$ cat config.mk
export PLATFORM = sky130hd
export DESIGN_NAME = spi_reg_bridge_flat
export DESIGN_NICKNAME = d
export VERILOG_FILES = /design/src/rtl/spi_bridge_pkg.sv /design/src/rtl/spi_bridge_if.sv /design/src/rtl/spi_bridge_timer.sv /design/src/rtl/spi_reg_bridge.sv /design/src/flat_wrapper.sv
export SDC_FILE = /design/constraint.sdc
export NUM_CORES = 1
export LEC_CHECK = 0
export BUFFER_PORTS_ARGS = -buffer_cell sky130_fd_sc_hd__buf_2
export CORE_UTILIZATION = 45
export DETAILED_ROUTE_END_ITERATION = 8
export MAX_ROUTING_LAYER = met4
export PLACE_DENSITY_LB_ADDON = 0.05
export REMOVE_ABC_BUFFERS = 1
export SYNTH_ARGS = -nofsm -noshare
export SYNTH_HDL_FRONTEND = slang
export SYNTH_SLANG_ARGS = --single-unit
$ cat constraint.sdc
create_clock -name Clk -period 3.65 [get_ports Clk]
set_input_delay 0.1825 -clock Clk [delete_from_list [all_inputs] [get_ports Clk]]
set_output_delay 0.1825 -clock Clk [all_outputs]
set_load 0.02 [all_outputs]
$ cat src/rtl/spi_bridge_pkg.sv
// Shared constants for the SPI-to-register-bus bridge: one-hot state
// encoding, default error data and timeout limits.
package spi_bridge_pkg;

    localparam logic [3:0] ST_IDLE_OH    = 4'b0001;
    localparam logic [3:0] ST_RD_REQ_OH  = 4'b0010;
    localparam logic [3:0] ST_WR_WAIT_OH = 4'b0100;
    localparam logic [3:0] ST_WR_REQ_OH  = 4'b1000;

    localparam int S_IDLE_B    = 0;
    localparam int S_RD_REQ_B  = 1;
    localparam int S_WR_WAIT_B = 2;
    localparam int S_WR_REQ_B  = 3;

    typedef enum logic [3:0] {
        S_IDLE    = ST_IDLE_OH,
        S_RD_REQ  = ST_RD_REQ_OH,
        S_WR_WAIT = ST_WR_WAIT_OH,
        S_WR_REQ  = ST_WR_REQ_OH
    } state_e;

    localparam logic [31:0] DEF_ERR_DATA       = 32'hDEAD_BEEF;
    localparam int          DEF_TIMEOUT_CYCLES = 64;
    localparam int          TIMEOUT_MAX        = 255;
    localparam int          TIMER_W            = 8;

    // Keep the programmed limit inside the counter's legal 1..255 range.
    function automatic logic [TIMER_W-1:0] timer_limit(input int cycles);
        if (cycles > TIMEOUT_MAX) begin
            return TIMER_W'(TIMEOUT_MAX);
        end
        if (cycles < 1) begin
            return TIMER_W'(1);
        end
        return TIMER_W'(cycles);
    endfunction

endpackage

$ cat src/rtl/spi_bridge_if.sv
// Internal register bus bundle between the bridge and the register block.
// master: BusReq/BusWr/BusAddr/BusWData out, BusAck/BusRData in.
interface spi_bridge_if #(
    parameter int DATA_WIDTH = 32,
    parameter int ADDR_WIDTH = 16
) ();

    logic                  BusReq;
    logic                  BusWr;
    logic [ADDR_WIDTH-1:0] BusAddr;
    logic [DATA_WIDTH-1:0] BusWData;
    logic                  BusAck;
    logic [DATA_WIDTH-1:0] BusRData;

    modport master (
        output BusReq,
        output BusWr,
        output BusAddr,
        output BusWData,
        input  BusAck,
        input  BusRData
    );

    modport slave (
        input  BusReq,
        input  BusWr,
        input  BusAddr,
        input  BusWData,
        output BusAck,
        output BusRData
    );

endinterface

$ cat src/rtl/spi_bridge_timer.sv
// Bus request watchdog: counts request cycles and pulses expire on the
// cycle whose closing edge brings the count up to limit.
// Ports: clk, rst_n, clear, enable, limit[7:0] in; expire out.
module spi_bridge_timer
    import spi_bridge_pkg::*;
(
    input  logic               clk,
    input  logic               rst_n,
    input  logic               clear,
    input  logic               enable,
    input  logic [TIMER_W-1:0] limit,
    output logic               expire
);

    logic [TIMER_W-1:0] cnt_q;
    logic [TIMER_W-1:0] cnt_d;
    logic [TIMER_W-1:0] cnt_inc;

    assign cnt_inc = cnt_q + TIMER_W'(1);

    always_comb begin
        cnt_d = cnt_q;
        if (clear) begin
            cnt_d = '0;
        end else if (enable) begin
            cnt_d = cnt_inc;
        end
    end

    // Look one count ahead so expiry lands on the edge that completes
    // the limit-th request cycle.
    assign expire = enable & ~clear & (cnt_inc == limit);

    always_ff @(posedge clk or negedge rst_n) begin
        if (!rst_n) begin
            cnt_q <= '0;
        end else begin
            cnt_q <= cnt_d;
        end
    end

endmodule

$ cat src/rtl/spi_reg_bridge.sv
// Turns decoded SPI slave transactions into single-beat register bus
// requests and returns read data to the slave's TX path.
// Ports: Clk, aRst_n; SPI side RWType/RXAddr*/RXData*/TXData*;
// register bus via spi_bridge_if.master; Timeout and Overrun pulses.
// Build option: SPI_BRIDGE_TIMEOUT_EN compiles in the request timeout.
module spi_reg_bridge
    import spi_bridge_pkg::*;
#(
    parameter int                    DATA_WIDTH     = 32,
    parameter int                    ADDR_WIDTH     = 16,
    parameter int                    TIMEOUT_CYCLES = DEF_TIMEOUT_CYCLES,
    parameter logic [DATA_WIDTH-1:0] ERR_DATA       = DEF_ERR_DATA
) (
    input  logic                  Clk,
    input  logic                  aRst_n,
    input  logic                  RWType,
    input  logic [ADDR_WIDTH-1:0] RXAddr,
    input  logic                  RXAddrValid,
    input  logic [DATA_WIDTH-1:0] RXData,
    input  logic                  RXDataValid,
    output logic [DATA_WIDTH-1:0] TXData,
    output logic                  TXDataValid,
    output logic                  Timeout,
    output logic                  Overrun,
    spi_bridge_if.master          bus
);

    state_e                state_q;
    state_e                state_d;
    logic [ADDR_WIDTH-1:0] bus_addr_q;
    logic [ADDR_WIDTH-1:0] bus_addr_d;
    logic [DATA_WIDTH-1:0] bus_wdata_q;
    logic [DATA_WIDTH-1:0] bus_wdata_d;
    logic [DATA_WIDTH-1:0] tx_data_q;
    logic [DATA_WIDTH-1:0] tx_data_d;
    logic                  tx_valid_q;
    logic                  tx_valid_d;
    logic                  timeout_q;
    logic                  timeout_d;
    logic                  overrun_q;
    logic                  overrun_d;
    logic                  bus_req;
    logic                  expire;

    assign bus_req = state_q[S_RD_REQ_B] | state_q[S_WR_REQ_B];

`ifdef SPI_BRIDGE_TIMEOUT_EN
    // Counter sits at zero whenever no request is outstanding, so it is
    // freshly cleared on every entry into a request state.
    spi_bridge_timer u_timer (
        .clk    (Clk),
        .rst_n  (aRst_n),
        .clear  (~bus_req),
        .enable (bus_req),
        .limit  (timer_limit(TIMEOUT_CYCLES)),
        .expire (expire)
    );
    assign Timeout = timeout_q;
`else
    logic unused_cfg;
    assign expire     = 1'b0;
    assign Timeout    = 1'b0;
    assign unused_cfg = ^{timeout_q, TIMER_W'(TIMEOUT_CYCLES)};
`endif

    always_comb begin
        state_d     = state_q;
        bus_addr_d  = bus_addr_q;
        bus_wdata_d = bus_wdata_q;
        tx_data_d   = tx_data_q;
        tx_valid_d  = 1'b0;
        timeout_d   = 1'b0;
        overrun_d   = 1'b0;
        unique case (1'b1)
            // A fresh address in WR_WAIT means the frame was aborted;
            // it re-decodes as from IDLE and beats same-cycle data.
            state_q[S_IDLE_B], state_q[S_WR_WAIT_B]: begin
                if (RXAddrValid) begin
                    bus_addr_d = RXAddr;
                    state_d    = RWType ? S_WR_WAIT : S_RD_REQ;
                end else if (state_q[S_WR_WAIT_B] && RXDataValid) begin
                    bus_wdata_d = RXData;
                    state_d     = S_WR_REQ;
                end
            end
            state_q[S_RD_REQ_B]: begin
                overrun_d = RXAddrValid;
                if (bus.BusAck) begin
                    tx_data_d  = bus.BusRData;
                    tx_valid_d = 1'b1;
                    state_d    = S_IDLE;
                end else if (expire) begin
                    tx_data_d  = ERR_DATA;
                    tx_valid_d = 1'b1;
                    timeout_d  = 1'b1;
                    state_d    = S_IDLE;
                end
            end
            state_q[S_WR_REQ_B]: begin
                overrun_d = RXAddrValid;
                if (bus.BusAck) begin
                    state_d = S_IDLE;
                end else if (expire) begin
                    timeout_d = 1'b1;
                    state_d   = S_IDLE;
                end
            end
            default: begin
                state_d = S_IDLE;
            end
        endcase
    end

    always_ff @(posedge Clk or negedge aRst_n) begin
        if (!aRst_n) begin
            state_q     <= S_IDLE;
            bus_addr_q  <= '0;
            bus_wdata_q <= '0;
            tx_data_q   <= '0;
            tx_valid_q  <= 1'b0;
            timeout_q   <= 1'b0;
            overrun_q   <= 1'b0;
        end else begin
            state_q     <= state_d;
            bus_addr_q  <= bus_addr_d;
            bus_wdata_q <= bus_wdata_d;
            tx_data_q   <= tx_data_d;
            tx_valid_q  <= tx_valid_d;
            timeout_q   <= timeout_d;
            overrun_q   <= overrun_d;
        end
    end

    assign bus.BusReq   = bus_req;
    assign bus.BusWr    = state_q[S_WR_REQ_B];
    assign bus.BusAddr  = bus_addr_q;
    assign bus.BusWData = bus_wdata_q;
    assign TXData       = tx_data_q;
    assign TXDataValid  = tx_valid_q;
    assign Overrun      = overrun_q;

endmodule

$ cat src/flat_wrapper.sv
// flat-port wrapper written by rule: the top's interface ports become plain ports
module spi_reg_bridge_flat import spi_bridge_pkg::*;
#(
    parameter int                    DATA_WIDTH     = 32,
    parameter int                    ADDR_WIDTH     = 16,
    parameter int                    TIMEOUT_CYCLES = DEF_TIMEOUT_CYCLES,
    parameter logic [DATA_WIDTH-1:0] ERR_DATA       = DEF_ERR_DATA
)
  (Clk, aRst_n, RWType, RXAddr, RXAddrValid, RXData, RXDataValid, TXData, TXDataValid, Timeout, Overrun, bus_BusReq, bus_BusWr, bus_BusAddr, bus_BusWData, bus_BusAck, bus_BusRData);
  spi_bridge_if #(.DATA_WIDTH(DATA_WIDTH), .ADDR_WIDTH(ADDR_WIDTH)) bus_i ();
  input  logic Clk;
  input  logic aRst_n;
  input  logic RWType;
  input  logic [ADDR_WIDTH-1:0] RXAddr;
  input  logic RXAddrValid;
  input  logic [DATA_WIDTH-1:0] RXData;
  input  logic RXDataValid;
  output logic [DATA_WIDTH-1:0] TXData;
  output logic TXDataValid;
  output logic Timeout;
  output logic Overrun;
  output wire logic [$bits(bus_i.BusReq)-1:0] bus_BusReq;
  output wire logic [$bits(bus_i.BusWr)-1:0] bus_BusWr;
  output wire logic [$bits(bus_i.BusAddr)-1:0] bus_BusAddr;
  output wire logic [$bits(bus_i.BusWData)-1:0] bus_BusWData;
  input wire logic [$bits(bus_i.BusAck)-1:0] bus_BusAck;
  input wire logic [$bits(bus_i.BusRData)-1:0] bus_BusRData;
  assign bus_BusReq = bus_i.BusReq;
  assign bus_BusWr = bus_i.BusWr;
  assign bus_BusAddr = bus_i.BusAddr;
  assign bus_BusWData = bus_i.BusWData;
  assign bus_i.BusAck = bus_BusAck;
  assign bus_i.BusRData = bus_BusRData;
  spi_reg_bridge #(.DATA_WIDTH(DATA_WIDTH), .ADDR_WIDTH(ADDR_WIDTH), .TIMEOUT_CYCLES(TIMEOUT_CYCLES), .ERR_DATA(ERR_DATA)) u_core (.Clk(Clk), .aRst_n(aRst_n), .RWType(RWType), .RXAddr(RXAddr), .RXAddrValid(RXAddrValid), .RXData(RXData), .RXDataValid(RXDataValid), .TXData(TXData), .TXDataValid(TXDataValid), .Timeout(Timeout), .Overrun(Overrun), .bus(bus_i));
endmodule
==> flow_summary.toml <==
[outcome]
outcome = "complete, but fails checks"
violations = "negative hold slack"

[cts]
clkLatencyLatePin_ns = 0.34
cts-root-buf = "clkbuf_8"
htreeDepth = 3
cts.sinks = 86
post_cts_resized = 0
cts_tree = "done"
hold_buffers = 0
post-cts-setup-buffer-count = 0
clk_path_buf_depth = 2
numCtsBuffers = 9
cts.clk_slew.worst_paths_ns = 0.08

[final_layout]
final_nets = 452
final_core_util_pct = 62.0
multiInputGateArea_um2 = 1130
drive_above_1_share_pct = 72.1
postLayoutCellArea_um2 = 4500
fill_cells = 606
diodes = 0
seqCellArea_um2 = 2150
final_cell_mix = "168 x buf_2, 85 x dfrtp_1, 51 x mux2_2"
fin_cells = 468
syn_to_final_growth_pct = 33.8
layout_commonest_cell = "buf_2"

[synthesis]
synth_adder_area_share_pct = 0
synth_top_family_by_area = "multiplexers"
synthXorXnorAreaFrac_pct = 0
synth_top_area_share_pct = 63.3
yosysWarnings = 0
synth_simple_gate_area_share_pct = 1.12
yosysSeqAreaShare_pct = 64.0
syn_area_um2 = 3360
synthMuxAreaShare_pct = 30.0
synth_seq_cells = 86
synth.distinct_cells = 20
yosysTopAreaCell = "dfrtp_1"
synth_area_leaders = "dfrtp_1 63%, mux2_2 17%, mux2_4 13%, buf_6 1.3%, dfstp_2 0.78%"
synthesis.instances = 193
synth-compound-area-share_pct = 2.34
syn_avg_cell_area_um2 = 17.4

[critical_path]
path_delay_family = "simple AND/OR/NAND/NOR gates"
crit_chain = "nand3b_4 -> mux2_4"
end_kind = "register"
slowest_delay_ns = 0.51
r2r_start = "u_core.state_q[2]"
critPathLaunch = "u_core.state_q[2]"
cp_num_buf_inv = 0
regToRegSetupSlack_ns = 2.03
required_ns = 3.87
cp.arrival_ns = 1.84
criticalPathCategory = "reg2reg"
startpoint_type = "register"
crit_fanout = 33
cp_slowest_cell = "nand3b_4"

[placed_design]
post_dp_cell_area_um2 = 4270
place_hpwl_mm = 4.57
place_inst = 454
pre_cts_ws_ns = 2.02
globalplace.congestion = 0.750
io_buffers = 169

[timing]
tns_ns = 0
whs_ns = -0.00933
finalHoldViolations = 2
period_share_pct = 44.4
slew_headroom_pct = 28.3
worst_slew_pin_slew_ns = 1.08
clock_skew_ns = 0.00716
period_needed_ns = 1.62
rsz0062_at_grt = "false"
postLayoutSetupSlackWorst_ns = 2.03
setup_violations = 0
slew_viol_final = 0
timing.fmax_ghz = 0.618

[die]
io_pins = 171
die_area_um2 = 7820
die_h_um = 88.4
core_um2 = 7250
fp-row-count = 31
die_w_um = 88.4
start_util_pct = 46.4

[detailed_routing]
ant_nets = 0
wl_mm = 6.41
vias = 2166
route.detailed.drc = 0
wl_per_cell_um = 13.7
routed_via_density = 4.63
drt_iter0_markers = 67
firstDrtPassIters = 4

[power]
p_per_area_nw_per_um2 = 887
leakage_nw = 2.37
ir_worst_vdd_uv = 428
finalPower_mw = 3.99

[global_route]
grt_busiest_layer = "met2"
grt_pass1_vias = 2036
grt_util_met1_pct = 20.4
met2_usage_pct = 26.7
grt_max_degree = 87
antenna_found_initial = 0
grt_pass1_wl_mm = 9.63
grt_usage_pct = 17.2
overflow = 0
grt_util_met3_pct = 4.66

[job]
drv_cap = 0

[hold_path]
hold_class = "in2async"
## Yosys cell counts
| master | instances |
|---|---|
| dfstp_2 | 1 |
| a22oi_1 | 1 |
| buf_2 | 3 |
| buf_6 | 4 |
| o22ai_1 | 2 |
| nand2_1 | 3 |
| nand3b_4 | 1 |
| conb_1 | 1 |
| o2bb2ai_1 | 1 |
| o22a_1 | 1 |
| o21ai_4 | 1 |
| and2_1 | 1 |
| mux2_4 | 29 |
| o21bai_1 | 1 |
| mux2_2 | 51 |
| inv_1 | 3 |
| dfrtp_1 | 85 |
| a21boi_0 | 1 |
| o21ai_0 | 2 |
| buf_4 | 1 |
## per-layer routing
| metal | vias up | part of all wire, % |
|---|---|---|
| li1 | 1020 | - |
| met1 | 1041 | 40 |
| met2 | 93 | 49 |
| met3 | 12 | 8.2 |
| met4 | 0 | 2.2 |
| met5 | - | 0 |
## worst paths after layout
check | endpoint | depth (start not counted)
worst max-delay path | u_core.bus.BusWData[10] | 2
worst min-delay path | u_core.TXData[14] | 1
worst max register to register | u_core.bus.BusWData[10] | 2
worst min register to register | u_core.TXData[14] | 1
max in group asynchronous | u_core.state_q[1] | 1
min in group Clk | u_core.state_q[1] | 2
## power breakdown
part	leakage, nW	internal [mW]	switching, mW
clock network	0.108	0.448	0.305
registers	1.02	1.38	0.208
logic	1.24	0.757	0.893
total	2.37	2.58	1.41
## logic make-up (layout without fill, tap and decap cells)
group | count (synthesis) | in the layout
flip-flops | 86 | 86
buffers and inverters | 11 | 187
multiplexers | 80 | 80
AO/OA/AOI/OAI | 10 | 10
AND/OR/NAND/NOR | 5 | 5
other | 1 | 1
## final cells by class
class | instances | area share, %
clock inverters | 4 | 2.17
clock buffers | 10 | 2.84
well taps | 99 | 2.75
multi-input cells | 96 | 25.1
repair buffers | 170 | 19.0
inverters | 3 | 0.250
flip-flops and latches | 86 | 47.9
## flip-flops by register name, summed over array words and instances, names as in the netlist
signal and flops:
u_core.bus.BusWData 32, u_core.state_q 4, u_core.TXData 32, u_core.Overrun 1
u_core.TXDataValid 1, u_core.bus.BusAddr 16
Note: power is estimated with default switching activity, not from simulation.
